$ cat src/rtl/mic_pkg.sv
// Shared definitions for the microphone PDM-to-PCM decimation path.
//   DECIM_DEF       default PDM bits per PCM sample
//   FIFO_DEPTH_DEF  default sample buffer depth
//   sample_w()      width of a signed sample that spans -decim..+decim
//   state_t         decimator FSM state
package mic_pkg;

  localparam int DECIM_DEF      = 16;
  localparam int FIFO_DEPTH_DEF = 4;

  // +decim needs $clog2(decim)+1 magnitude bits, plus one bit for the sign.
  function automatic int sample_w(input int decim);
    return $clog2(decim) + 2;
  endfunction

  typedef enum logic {
    ST_IDLE,
    ST_ACCUM
  } state_t;

endpackage

$ cat src/rtl/pcm_sample_fifo.sv
// Synchronous show-ahead FIFO for PCM samples.
//   clk, reset   system clock, synchronous active-high reset
//   push         write push_data (accepted when not full, or when full and popping)
//   push_data    sample to enqueue
//   pop          consume the head entry (ignored when empty)
//   head_data    head entry, combinational from storage; 0 when empty
//   empty, full  occupancy flags
//   level        exact entry count, 0..DEPTH
module pcm_sample_fifo #(
  parameter  int WIDTH = 6,
  parameter  int DEPTH = 4,
  localparam int AW    = $clog2(DEPTH),
  localparam int LW    = AW + 1
) (
  input  logic             clk,
  input  logic             reset,
  input  logic             push,
  input  logic [WIDTH-1:0] push_data,
  input  logic             pop,
  output logic [WIDTH-1:0] head_data,
  output logic             empty,
  output logic             full,
  output logic [LW-1:0]    level
);

  logic [WIDTH-1:0] mem [DEPTH];
  logic [AW-1:0]    wr_ptr;
  logic [AW-1:0]    rd_ptr;
  logic             do_push;
  logic             do_pop;

  assign empty   = (level == '0);
  assign full    = (level == LW'(DEPTH));
  assign do_pop  = pop && !empty;
  // A full FIFO still takes a write when the head leaves in the same cycle.
  assign do_push = push && (!full || do_pop);

  // Gate the head so an empty FIFO shows 0 rather than stale storage.
  assign head_data = empty ? '0 : mem[rd_ptr];

  // NOTE: storage has no reset; validity is tracked by level/pointers, so
  // clearing the array would only add reset fan-out for no functional gain.
  always_ff @(posedge clk) begin
    if (do_push) begin
      mem[wr_ptr] <= push_data;
    end
  end

  // NOTE: sequential state uses non-blocking assignments so every register
  // samples pre-edge values, independent of statement order.
  always_ff @(posedge clk) begin
    if (reset) begin
      wr_ptr <= '0;
      rd_ptr <= '0;
      level  <= '0;
    end else begin
      // Power-of-two depth: pointers wrap by natural overflow.
      if (do_push) wr_ptr <= wr_ptr + AW'(1);
      if (do_pop)  rd_ptr <= rd_ptr + AW'(1);
      case ({do_push, do_pop})
        2'b10:   level <= level + LW'(1);
        2'b01:   level <= level - LW'(1);
        default: level <= level;
      endcase
    end
  end

endmodule

$ cat src/rtl/pdm_decimator.sv
// PDM-to-PCM decimator: counts ones over DECIM strobed PDM bits and emits one
// DC-centred signed sample (2*ones - DECIM) per window into a show-ahead FIFO.
//   clk, reset    system clock, synchronous active-high reset
//   enable        1 = accumulate; 0 = drop the partial window (FIFO still drains)
//   dataint       PDM bit, qualified by bit_valid
//   bit_valid     one-cycle strobe for dataint
//   sample_data   two's-complement sample at the FIFO head
//   sample_valid  FIFO not empty
//   sample_ready  consumer takes sample_data this cycle
//   fifo_level    entries held
//   overrun       one-cycle pulse when a finished sample is dropped
//   overrun_cnt   dropped sample count, saturating at 255
module pdm_decimator
  import mic_pkg::*;
#(
  parameter  int DECIM      = DECIM_DEF,
  parameter  int FIFO_DEPTH = FIFO_DEPTH_DEF,
  localparam int SW         = sample_w(DECIM),
  localparam int LW         = $clog2(FIFO_DEPTH) + 1
) (
  input  logic          clk,
  input  logic          reset,
  input  logic          enable,
  input  logic          dataint,
  input  logic          bit_valid,
  output logic [SW-1:0] sample_data,
  output logic          sample_valid,
  input  logic          sample_ready,
  output logic [LW-1:0] fifo_level,
  output logic          overrun,
  output logic [7:0]    overrun_cnt
);

  localparam int            CW   = $clog2(DECIM);
  localparam logic [CW-1:0] LAST = CW'(DECIM - 1);

  state_t        state;
  logic [CW-1:0] bitcnt;
  logic [CW-1:0] ones;      // at most DECIM-1 before the closing bit
  logic          accept;
  logic          window_end;
  logic          pop;
  logic          drop;
  logic          fifo_empty;
  logic          fifo_full;
  logic [SW-1:0] total;
  logic [SW-1:0] sample_next;

  // NOTE: every always_comb output gets a default first so no path leaves a
  // signal unassigned, which would infer a latch.
  always_comb begin
    accept      = 1'b0;
    window_end  = 1'b0;
    total       = '0;
    sample_next = '0;
    accept      = (state == ST_ACCUM) && enable && bit_valid;
    window_end  = accept && (bitcnt == LAST);
    // Include the closing bit itself; the doubled count minus DECIM centres
    // the result on zero and wraps into SW-bit two's complement.
    total       = SW'(ones) + SW'(dataint);
    sample_next = {total[SW-2:0], 1'b0} - SW'(DECIM);
  end

  assign sample_valid = !fifo_empty;
  assign pop          = sample_valid && sample_ready;
  assign drop         = window_end && fifo_full && !pop;

  always_ff @(posedge clk) begin
    if (reset) begin
      state       <= ST_IDLE;
      bitcnt      <= '0;
      ones        <= '0;
      overrun     <= 1'b0;
      overrun_cnt <= '0;
    end else begin
      overrun <= 1'b0;
      case (state)
        ST_IDLE: begin
          bitcnt <= '0;
          ones   <= '0;
          if (enable) state <= ST_ACCUM;
        end
        ST_ACCUM: begin
          if (!enable) begin
            state  <= ST_IDLE;
            bitcnt <= '0;
            ones   <= '0;
          end else if (accept) begin
            if (window_end) begin
              bitcnt <= '0;
              ones   <= '0;
            end else begin
              bitcnt <= bitcnt + CW'(1);
              ones   <= ones + CW'(dataint);
            end
          end
        end
        default: state <= ST_IDLE;
      endcase

      if (drop) begin
        overrun <= 1'b1;
        if (overrun_cnt != 8'hFF) overrun_cnt <= overrun_cnt + 8'd1;
      end
    end
  end

  pcm_sample_fifo #(
    .WIDTH (SW),
    .DEPTH (FIFO_DEPTH)
  ) u_fifo (
    .clk       (clk),
    .reset     (reset),
    .push      (window_end),
    .push_data (sample_next),
    .pop       (sample_ready),
    .head_data (sample_data),
    .empty     (fifo_empty),
    .full      (fifo_full),
    .level     (fifo_level)
  );

endmodule

$ cat config.mk
export PLATFORM = sky130hd
export DESIGN_NAME = pdm_decimator
export DESIGN_NICKNAME = d
export VERILOG_FILES = /design/src/rtl/mic_pkg.sv /design/src/rtl/pcm_sample_fifo.sv /design/src/rtl/pdm_decimator.sv
export SDC_FILE = /design/constraint.sdc
export NUM_CORES = 1
export LEC_CHECK = 0
export CAP_MARGIN = 20
export CELL_PAD_IN_SITES_DETAIL_PLACEMENT = 1
export CELL_PAD_IN_SITES_GLOBAL_PLACEMENT = 2
export CORE_MARGIN = 2
export CORE_UTILIZATION = 30
export DETAILED_ROUTE_END_ITERATION = 10
export PLACE_DENSITY = 0.68
export SYNTH_ARGS = -nofsm -noshare
export SYNTH_HDL_FRONTEND = slang
export SYNTH_SLANG_ARGS = --single-unit
$ cat constraint.sdc
create_clock -name clk -period 3.6 [get_ports clk]
set_clock_uncertainty 0.2 [all_clocks]
set_input_delay 0.72 -clock clk [delete_from_list [all_inputs] [get_ports clk]]
set_output_delay 0.72 -clock clk [all_outputs]
set_load 0.05 [all_outputs]
# ---- After elaboration in Yosys (flattened, before gate mapping)
# Memories as Yosys holds them, arrays and structs flattened. A register that Yosys moved wholly into a read port is not among the register bits.
# Index checks and enable logic that the tools add are counted.
dict set report classes {
  n_mux 16
  n_bitwise 1
  n_reduce_logical 14
  n_addsub 9
  n_eq_ne 6
}
# operator n
set ops {}
lappend ops {{4-bit two-way mux} 6}
lappend ops {{4-bit one-hot mux with 2 select lines} 2}
lappend ops {{8-bit by 1-bit adder with 8-bit output, second input constant} 1}
lappend ops {{8-bit != test, second input constant} 1}
lappend ops {{1-bit logical AND} 7}
lappend ops {{6-bit two-way mux} 1}
lappend ops {{3-bit one-hot mux with 2 select lines} 1}
lappend ops {{6-bit by 5-bit subtractor with 6-bit output, second input constant} 1}
lappend ops {{4-bit by 1-bit adder with 5-bit output} 1}
lappend ops {{2-bit by 1-bit adder with 2-bit output, second input constant} 2}
lappend ops {{4-bit by 1-bit adder with 4-bit output} 1}
lappend ops {{4-bit by 1-bit adder with 4-bit output, second input constant} 1}
lappend ops {{4-bit == test, second input constant} 1}
lappend ops {{1-bit two-way mux} 4}
lappend ops {{2-bit two-way mux} 2}
lappend ops {{3-bit by 1-bit adder with 3-bit output, second input constant} 1}
lappend ops {{3-bit == test, second input constant} 1}
lappend ops {{1-bit logical NOT} 3}
lappend ops {{3-bit logical NOT} 1}
lappend ops {{3-bit by 2-bit != test with 1-bit output, second input constant} 1}
lappend ops {{3-bit by 1-bit subtractor with 3-bit output, second input constant} 1}
lappend ops {{2-bit by 1-bit == test with 1-bit output, second input constant} 1}
lappend ops {{2-bit == test, second input constant} 1}
lappend ops {{2-bit AND reduction} 1}
lappend ops {{3 further kinds} 3}
dict set report word_totals {
  memories 1
  elab_cells 55
  output_inout_bits 19
  ramBits 24
  inputBits 6
  register_bits 25
}
# name words width rd rd_ports_with_merged_regs write_ports line
set mem_list {}
lappend mem_list {u_fifo.mem 4 6 1 1 1 pcm_sample_fifo.sv:26} ;# logic [WIDTH-1:0] mem [DEPTH];

# ---- Logic depth before layout (Yosys ltp)
# Gate-level depths: netlist of the first run.
dict set report logic_depth {
  ltp_word 7
  ltp_mapped 10
  mapped_depth_nobuf 10
}

# ---- Hierarchy
# A second synthesis of the first run with hierarchy kept.
dict set report hier_totals {
  hier_cells 202
  hier_area_um2 2364.8
}
# mod instances seq_area_each_um2 area_each_um2 cells_per_inst
set modules_own_cells {}
lappend modules_own_cells {pcm_sample_fifo 1 900.9 1483.9 102}
lappend modules_own_cells {pdm_decimator 1 360.3 880.8 100}

# ---- Worst setup path after synthesis of the first run
# OpenSTA, ideal clock, no wires.
dict set report synth_path {
  path_kind {flip-flop to flip-flop}
  start {register u_fifo.level[0]}
  end {register u_fifo.level[2]}
  path_buffers 1
  arrival_ns 2.814
  setup_slack_ns 0.515
  required_time_ns 3.330
  path_stages_with_launch 10
  cell_sequence {dfxtp_1 > or3_1 > clkbuf_1 > and2_1 > ha_1 > inv_1 > fa_1 > xor2_1 > or3_1 > a21oi_1}
}
dict set report synth_via {
  elab_chain_cells 7
  word_cells_on_any_way 13
  cone_classes {add/sub (2); eq/ne (3); mux (1); reduce/logical (7)}
}
# element line
set synth_lines {}
lappend synth_lines {{start, declared} pcm_sample_fifo.sv:23} ;# output logic [LW-1:0] level
lappend synth_lines {{start signal, assigned} pcm_sample_fifo.sv:61} ;# 2'b10: level <= level + LW'(1);
lappend synth_lines {{start signal, assigned} pcm_sample_fifo.sv:62} ;# 2'b01: level <= level - LW'(1);
lappend synth_lines {{start signal, assigned} pcm_sample_fifo.sv:63} ;# default: level <= level;
lappend synth_lines {{3-bit logical NOT *} pcm_sample_fifo.sv:32} ;# assign empty = (level == '0);
lappend synth_lines {{1-bit logical NOT *} n/a}
lappend synth_lines {{via sample_valid} pdm_decimator.sv:27} ;# output logic sample_valid,
lappend synth_lines {{1-bit logical AND *} n/a}
lappend synth_lines {{via pop} pdm_decimator.sv:42} ;# logic pop;
lappend synth_lines {{1-bit logical OR} pcm_sample_fifo.sv:36} ;# assign do_push = push && (!full || do_pop);
lappend synth_lines {{1-bit logical AND} pcm_sample_fifo.sv:36}
lappend synth_lines {{2-bit by 1-bit == test with 1-bit output or 2-bit == test (tied branches)} pcm_sample_fifo.sv:60} ;# case ({do_push, do_pop})
lappend synth_lines {{3-bit one-hot mux with 2 select lines or 2-bit nonzero test (tied branches)} n/a}
# Mark *: on every way through the listed nets, which the timed path passes. The rest lies on a longest branch.
# A chain may end at the register's enable or synchronous reset.

# ---- Worst setup path after layout of the first run
dict set report layout_path {
  start {input sample_ready}
  end {register u_fifo.level[2]}
}
dict set report layout_via {
  elab_chain_cells 5
  word_cells_on_any_way 7
  cone_classes {eq/ne (2); mux (1); reduce/logical (4)}
}
# element line
set layout_lines {}
lappend layout_lines {{start, declared} pdm_decimator.sv:28} ;# input logic sample_ready,
lappend layout_lines {{1-bit logical AND *} pcm_sample_fifo.sv:34} ;# assign do_pop = pop && !empty;
lappend layout_lines {{1-bit logical OR} pcm_sample_fifo.sv:36}
lappend layout_lines {{1-bit logical AND} pcm_sample_fifo.sv:36}
lappend layout_lines {{2-bit by 1-bit == test with 1-bit output or 2-bit == test (tied branches)} pcm_sample_fifo.sv:60}
lappend layout_lines {{3-bit one-hot mux with 2 select lines or 2-bit nonzero test (tied branches)} n/a}
# Mark *: on every way between the ends. The rest lies on a longest branch, timed or not.

==> impl_metrics.json, run 1 <==
{
  "dp.cells": 278,
  "synth_nets": 199,
  "path_cells": "clkdlybuf4s50_1 > or4b_4 > nor3b_1 > inv_1 > ha_1 > inv_1 > fa_1 > xor2_1 > or3_1 > a21oi_1",
  "worst-r2r-setup-slack_ns": 0.88,
  "tns_ns": 0,
  "timing.final.crit_share": 0.881,
  "wl_per_cell_um": 15.0,
  "row_count": 30,
  "hold_viol_final": 0,
  "cp.depth": 10,
  "drv_cap": 0,
  "synthMuxAreaShare": 0.0681,
  "synthArstFlopShare": 0,
  "numPortBuffers": 23,
  "relSlewSlack": 0.327,
  "worstHoldPathCells": 2,
  "grt_overflow": 0,
  "worstPathRequired_ns": 3.60,
  "synth_xor_area_frac": 0.0377,
  "period_needed_ns": 3.17,
  "synth_area_leaders": "edfxtp_1 (29%), dfxtp_1 (26%), ha_1 (5.4%), mux4_2 (5.4%), and2_1 (3.0%)",
  "cts_buffers": 5,
  "cp_max_fo": 3,
  "power_leakage_nw": 0.805,
  "ant_nets": 0,
  "die-area_sq_um": 7660,
  "vias_per_cell": 4.93,
  "finalNonFillerCells": 286,
  "setup_viol": 0,
  "syn_area_sq_um": 2090,
  "synth_top_family_by_area": "simple AND/OR/NAND/NOR gates",
  "outcome": "finished clean",
  "netlist.area_leader.share": 0.287,
  "seq_area_frac_synth": 0.545,
  "initial_core_util": 0.310,
  "vias": 1411,
  "synth_warnings": 0,
  "cp.arrival_ns": 3.17,
  "dr.pass1.iters": 4,
  "gp_congestion": 0.723,
  "fp.dieH_um": 87.5,
  "grt_use_total": 0.123,
  "whs_endpoint": "ones[0]",
  "hp-start": "ones[0]",
  "rr_endpoint": "u_fifo.level[2]",
  "clk_latency_ns": 0.30,
  "max_freq_ghz": 0.315,
  "synth_simple_gate_area_frac": 0.168,
  "path_buf_inv": 3,
  "cts_root_buffer": "clkbuf_8",
  "grt_pass1_wl_um": 7320,
  "crit_path_frequent_cell": "inv_1",
  "ioPinCount": 25,
  "cts_hold_buf": 0,
  "powerDensity_nw_per_um2": 405,
  "p_total_mw": 1.02,
  "cts_tree": "built",
  "critPathLaunchType": "input pin",
  "cts_max_path_buffers": 2,
  "crit_family": "simple AND/OR/NAND/NOR gates",
  "synth_top_cell_by_area": "edfxtp_1",
  "r2r-start": "u_fifo.level[0]",
  "drc_errors": 0,
  "critPathSlowestCell": "or4b_4",
  "diodes": 0,
  "grt_antenna_before_repair": 0,
  "wirelength_um": 4290,
  "drtIter0Drc": 45,
  "hold_ws_ns": 0.311,
  "synthAdderAreaFrac": 0.0634,
  "synth-compound-area-share": 0.0825,
  "slew_viol_final": 0,
  "endpoint_kind": "flop",
  "dpl.hpwl_um": 3250,
  "synth_edf_count": 20,
  "drive_above_1_share": 0.0777,
  "cts_setup_buffers": 0,
  "grt_max_degree": 27,
  "ys.flop_type": "dfxtp_1",
  "synthTopCellsByCount": "dfxtp_1 (27), edfxtp_1 (20), nor2_1 (16)",
  "synth_area_per_cell_sq_um": 11.4,
  "worstSetupPathType": "input pin to flop",
  "hold_class": "flop to flop",
  "ys_ff_latch": 47,
  "synth_cells": 183,
  "cts-resized-gates": 0,
  "peakVddDrop_mv": 0.124,
  "final_nets": 221,
  "coreArea_sq_um": 6760,
  "die_w_um": 87.5,
  "rsz0062_at_grt": "no",
  "worst_pin_slew_ns": 1.01,
  "synth_cell_types": 36,
  "crit_path_max_incr_delay_ns": 0.51,
  "path_clk_slew_ns": 0.09,
  "grt_pass1_vias": 1526,
  "h-tree-depth": 2,
  "area_delta_synth_final_pct": 20.6,
  "r2r_cells": 9,
  "cts_sinks": 47,
  "synth.most_common_cell": "dfxtp_1"
}
-- per-layer routing --
metal	global-route usage	vias up	part of all wire
li1	-	701	-
met1	0.149	685	0.45
met2	0.216	20	0.51
met3	0.0349	5	0.029
met4	0.0336	0	0.011
met5	0	-	0
-- layout by cell type, fill, tap and decap left out, types with 2 or more instances in the layout --
cell             netlist  layout
edfxtp_1              20      20
or3_1                  6       6
ha_1                   9       9
mux4_2                 5       5
or4_1                  3       3
nand4_1                2       2
inv_1                  8       8
xor2_1                 6       6
a21oi_1                9       9
bufinv_16              0       2
o21ai_0                3       3
nand2b_1               2       2
a22oi_1                2       2
a311oi_1               4       4
nor3_1                 2       2
xnor2_1                3       3
dfxtp_1               27      27
nand2_1                8       8
o31ai_1                4       4
a41oi_1                2       2
clkdlybuf4s50_1        0      23
mux2i_1                3       3
nor2_1                16      16
and2_1                10      10
clkbuf_8               0       5
nor2b_1                2       2
a211oi_1               2       2
nand3_1                8       8
-- worst max path at each step --
stage                    startpoint               to  slack, ns
finish                 sample_ready  u_fifo.level[2]       0.43
global route           sample_ready  u_fifo.level[2]       0.31
CTS                    sample_ready  u_fifo.level[2]       0.42
detailed placement     sample_ready  u_fifo.level[2]       0.12
global placement       sample_ready  u_fifo.level[2]       0.26
floorplan           u_fifo.level[0]  u_fifo.level[2]       0.52
-- logic make-up (layout without fill, tap and decap cells) --
group	Yosys count	after routing
XOR/XNOR	9	9
adder cells (fa/ha/maj)	10	10
buffers and inverters	17	40
AO/OA/AOI/OAI	26	26
flip-flops	47	47
AND/OR/NAND/NOR	65	65
other	1	1
multiplexers	8	8
-- through the flow --
| step | setup slack (ns) | area [sq um] | utilization |
|---|---|---|---|
| 5_1_grt | 0.306 | 2520 | 0.374 |
| 2_1_floorplan | 0.515 | 2090 | - |
| 3_5_place_dp | 0.117 | 2390 | 0.354 |
| 6_report | 0.430 | 2520 | 0.374 |
| 4_1_cts | 0.424 | 2520 | 0.374 |
| 3_3_place_gp | 0.262 | 2390 | 0.354 |
-- state kept, by name, summed over array words and instances (netlist names), named ones only --
| name | flops |
|---|---|
| u_fifo.wr_ptr | 2 |
| overrun_cnt | 8 |
| u_fifo.mem | 20 |
| u_fifo.level | 3 |
| ones | 4 |
| state | 1 |
| overrun | 1 |
| bitcnt | 4 |
| u_fifo.rd_ptr | 2 |
-- report_power, final --
part	internal, mW	leakage, nW	switching [mW]
clock network	0.277	0.0654	0.173
logic	0.00712	0.336	0.0126
registers	0.552	0.404	0.000635
-- area by class of cell --
type | count | area (sq um)
sequential | 47 | 1140
multi-input combinational | 119 | 882
inverter | 8 | 30.0
clock buffer | 6 | 72.6
tap | 80 | 100
clock inverter | 2 | 60.1
timing repair buffer | 24 | 238
fill | 745 | 4230
-- worst register-to-register path: stages, from the launching register on --
cell     delay, ns
dfxtp_1       0.36
or4b_4        0.56
nor3b_1       0.17
inv_1         0.06
ha_1          0.18
inv_1         0.06
fa_1          0.38
xor2_1        0.17
or3_1         0.32
a21oi_1       0.18
(Power assumes the default switching activity.)
==> run 2: changes to the inputs <==
PLACE_DENSITY = default   (was 0.68)
PLACE_DENSITY_LB_ADDON = 0.1   (was default)
==> run 2 against run 1 <==
Final cell count increased by 0.70%. Largest power group unchanged. Flip-flop and latch count stayed put. Core utilization decreased by 0.13 points. Count of clock-buffer cells in the layout decreased by 1. Sequential share of layout area rose by 0.16 points. Global-route usage is essentially flat. Largest cell class unchanged. Cell area decreased by 0.35%. Power shrank 13%. Highest routed layer unchanged.
==> impl_metrics.json, run 2 (same netlist as run 1, synthesis figures left out) <==
{
  "cts_tree": "built",
  "fp.dieH_um": 87.5,
  "regMostFlops": "u_fifo.mem",
  "worstSetupPathType": "flop to primary output",
  "relSlewSlack": 0.664,
  "drc_errors": 0,
  "powerDensity_nw_per_um2": 355,
  "die_w_um": 87.5,
  "coreArea_sq_um": 6760,
  "period_needed_ns": 3.17,
  "cts-resized-gates": 0,
  "rsz0062_at_grt": "no",
  "ioPinCount": 25,
  "drtIter0Drc": 50,
  "largestRegisters": "u_fifo.mem: 20 flops, overrun_cnt: 8 flops",
  "clk_latency_ns": 0.30,
  "ant_nets": 0,
  "grt_overflow": 0,
  "max_freq_ghz": 0.316,
  "peakVddDrop_mv": 0.161,
  "area_delta_synth_final_pct": 20.1,
  "rr_endpoint": "u_fifo.level[2]",
  "p_switching_mw": 0.194,
  "grt_pass1_wl_um": 7270,
  "endpoint_kind": "primary output",
  "final_cell_mix": "dfxtp_1 (27), clkdlybuf4s50_1 (23), edfxtp_1 (20), nor2_1 (16), and2_1 (10)",
  "dr.pass1.iters": 4,
  "cts_setup_buffers": 0,
  "h-tree-depth": 2,
  "layout_commonest_cell": "dfxtp_1",
  "wl_per_cell_um": 15.2,
  "hold_viol_final": 0,
  "grt_max_degree": 27,
  "cts_sinks": 47,
  "worst_pin_slew_ns": 0.503,
  "slew_viol_final": 0,
  "pwr-share-seq": 0.619,
  "r2r_cells": 9,
  "critPathLaunchType": "flop",
  "row_count": 30,
  "combPwrFrac": 0.027,
  "multiInputGateArea_sq_um": 882,
  "regArea_sq_um": 1140,
  "timing.final.crit_share": 0.880,
  "wirelength_um": 4370,
  "design_area_sq_um": 2510,
  "largest_reg_flops": 20,
  "cts_buffers": 5,
  "path_clk_slew_ns": 0.09,
  "worstPathRequired_ns": 2.68,
  "gp_congestion": 0.790,
  "outcome": "finished clean",
  "hold_class": "flop to flop",
  "dpl.hpwl_um": 3190,
  "cp.arrival_ns": 2.25,
  "nFillCells": 745,
  "postPlaceCellArea_sq_um": 2400,
  "switching_share": 0.218,
  "vias_per_cell": 5.07,
  "r2r-start": "u_fifo.level[0]",
  "drive_above_1_share": 0.0865,
  "die-area_sq_um": 7660,
  "cts_root_buffer": "clkbuf_8",
  "diodes": 0,
  "p_clk_frac": 0.353,
  "grt_pass1_vias": 1476,
  "crit_end": "sample_data[4]",
  "cts_max_path_buffers": 2,
  "power_leakage_nw": 0.800,
  "initial_core_util": 0.310,
  "numPortBuffers": 23,
  "grt_use_total": 0.123,
  "setup_viol": 0,
  "vias": 1460,
  "drv_cap": 0,
  "p_int_mw": 0.698,
  "grt_antenna_before_repair": 0,
  "cts_hold_buf": 0,
  "tns_ns": 0,
  "cp_max_fo": 5,
  "final_nets": 223,
  "worst-r2r-setup-slack_ns": 0.97
}
==> run 2: per-layer routing <==
layer | wire length [um] | vias to the layer above | share of wire | global-route usage
met5 | 0 | - | 0 | 0
met2 | 2160 | 16 | 0.50 | 0.210
li1 | - | 710 | - | -
met4 | 32 | 0 | 0.0073 | 0.0336
met3 | 68 | 2 | 0.016 | 0.0264
met1 | 2100 | 732 | 0.48 | 0.158
==> run 2: power by group through the flow <==
stage / registers, mW / clock network [mW] / logic [mW]
floorplan: 0.565 / 0 / 0.0117
global placement: 0.565 / 0 / 0.0203
detailed placement: 0.565 / 0 / 0.0212
CTS: 0.553 / 0.332 / 0.0212
global route: 0.553 / 0.347 / 0.0267
finish: 0.553 / 0.315 / 0.0245
==> run 2: worst min path at each step <==
stage | startpoint | to | slack [ns] | cells past startpoint
floorplan | bitcnt[3] | bitcnt[3] | 0.25 | 1
global placement | bitcnt[3] | bitcnt[3] | 0.27 | 1
detailed placement | bitcnt[3] | bitcnt[3] | 0.30 | 1
CTS | bitcnt[3] | bitcnt[3] | 0.32 | 1
global route | bitcnt[3] | bitcnt[3] | 0.34 | 1
finish | ones[0] | ones[0] | 0.31 | 2
==> run 2: cell type report <==
cell class / count / area share
clock inverter: 3 / 0.00796
timing repair buffer: 26 / 0.108
sequential: 47 / 0.454
multi-input combinational: 119 / 0.351
inverter: 8 / 0.0119
tap: 80 / 0.0398
clock buffer: 5 / 0.0274
==> run 2: per-stage QoR <==
stage	std cells	util	total power [mW]	worst slack, ns	hold WS, ns
final	288	0.372	0.892	0.432	0.311
after CTS	287	0.368	0.906	0.367	0.320
after global routing	288	0.372	0.927	0.294	0.338
after detailed placement	279	0.355	0.586	0.182	0.296
after floorplan	183	-	0.577	0.515	0.252
after global placement	279	0.355	0.585	0.255	0.271
==> run 2: critical path, cell delays in order, from the launching register on <==
cell	delay [ns]
dfxtp_1	0.54
mux4_2	0.55
and2_1	0.17
clkdlybuf4s50_1	0.69
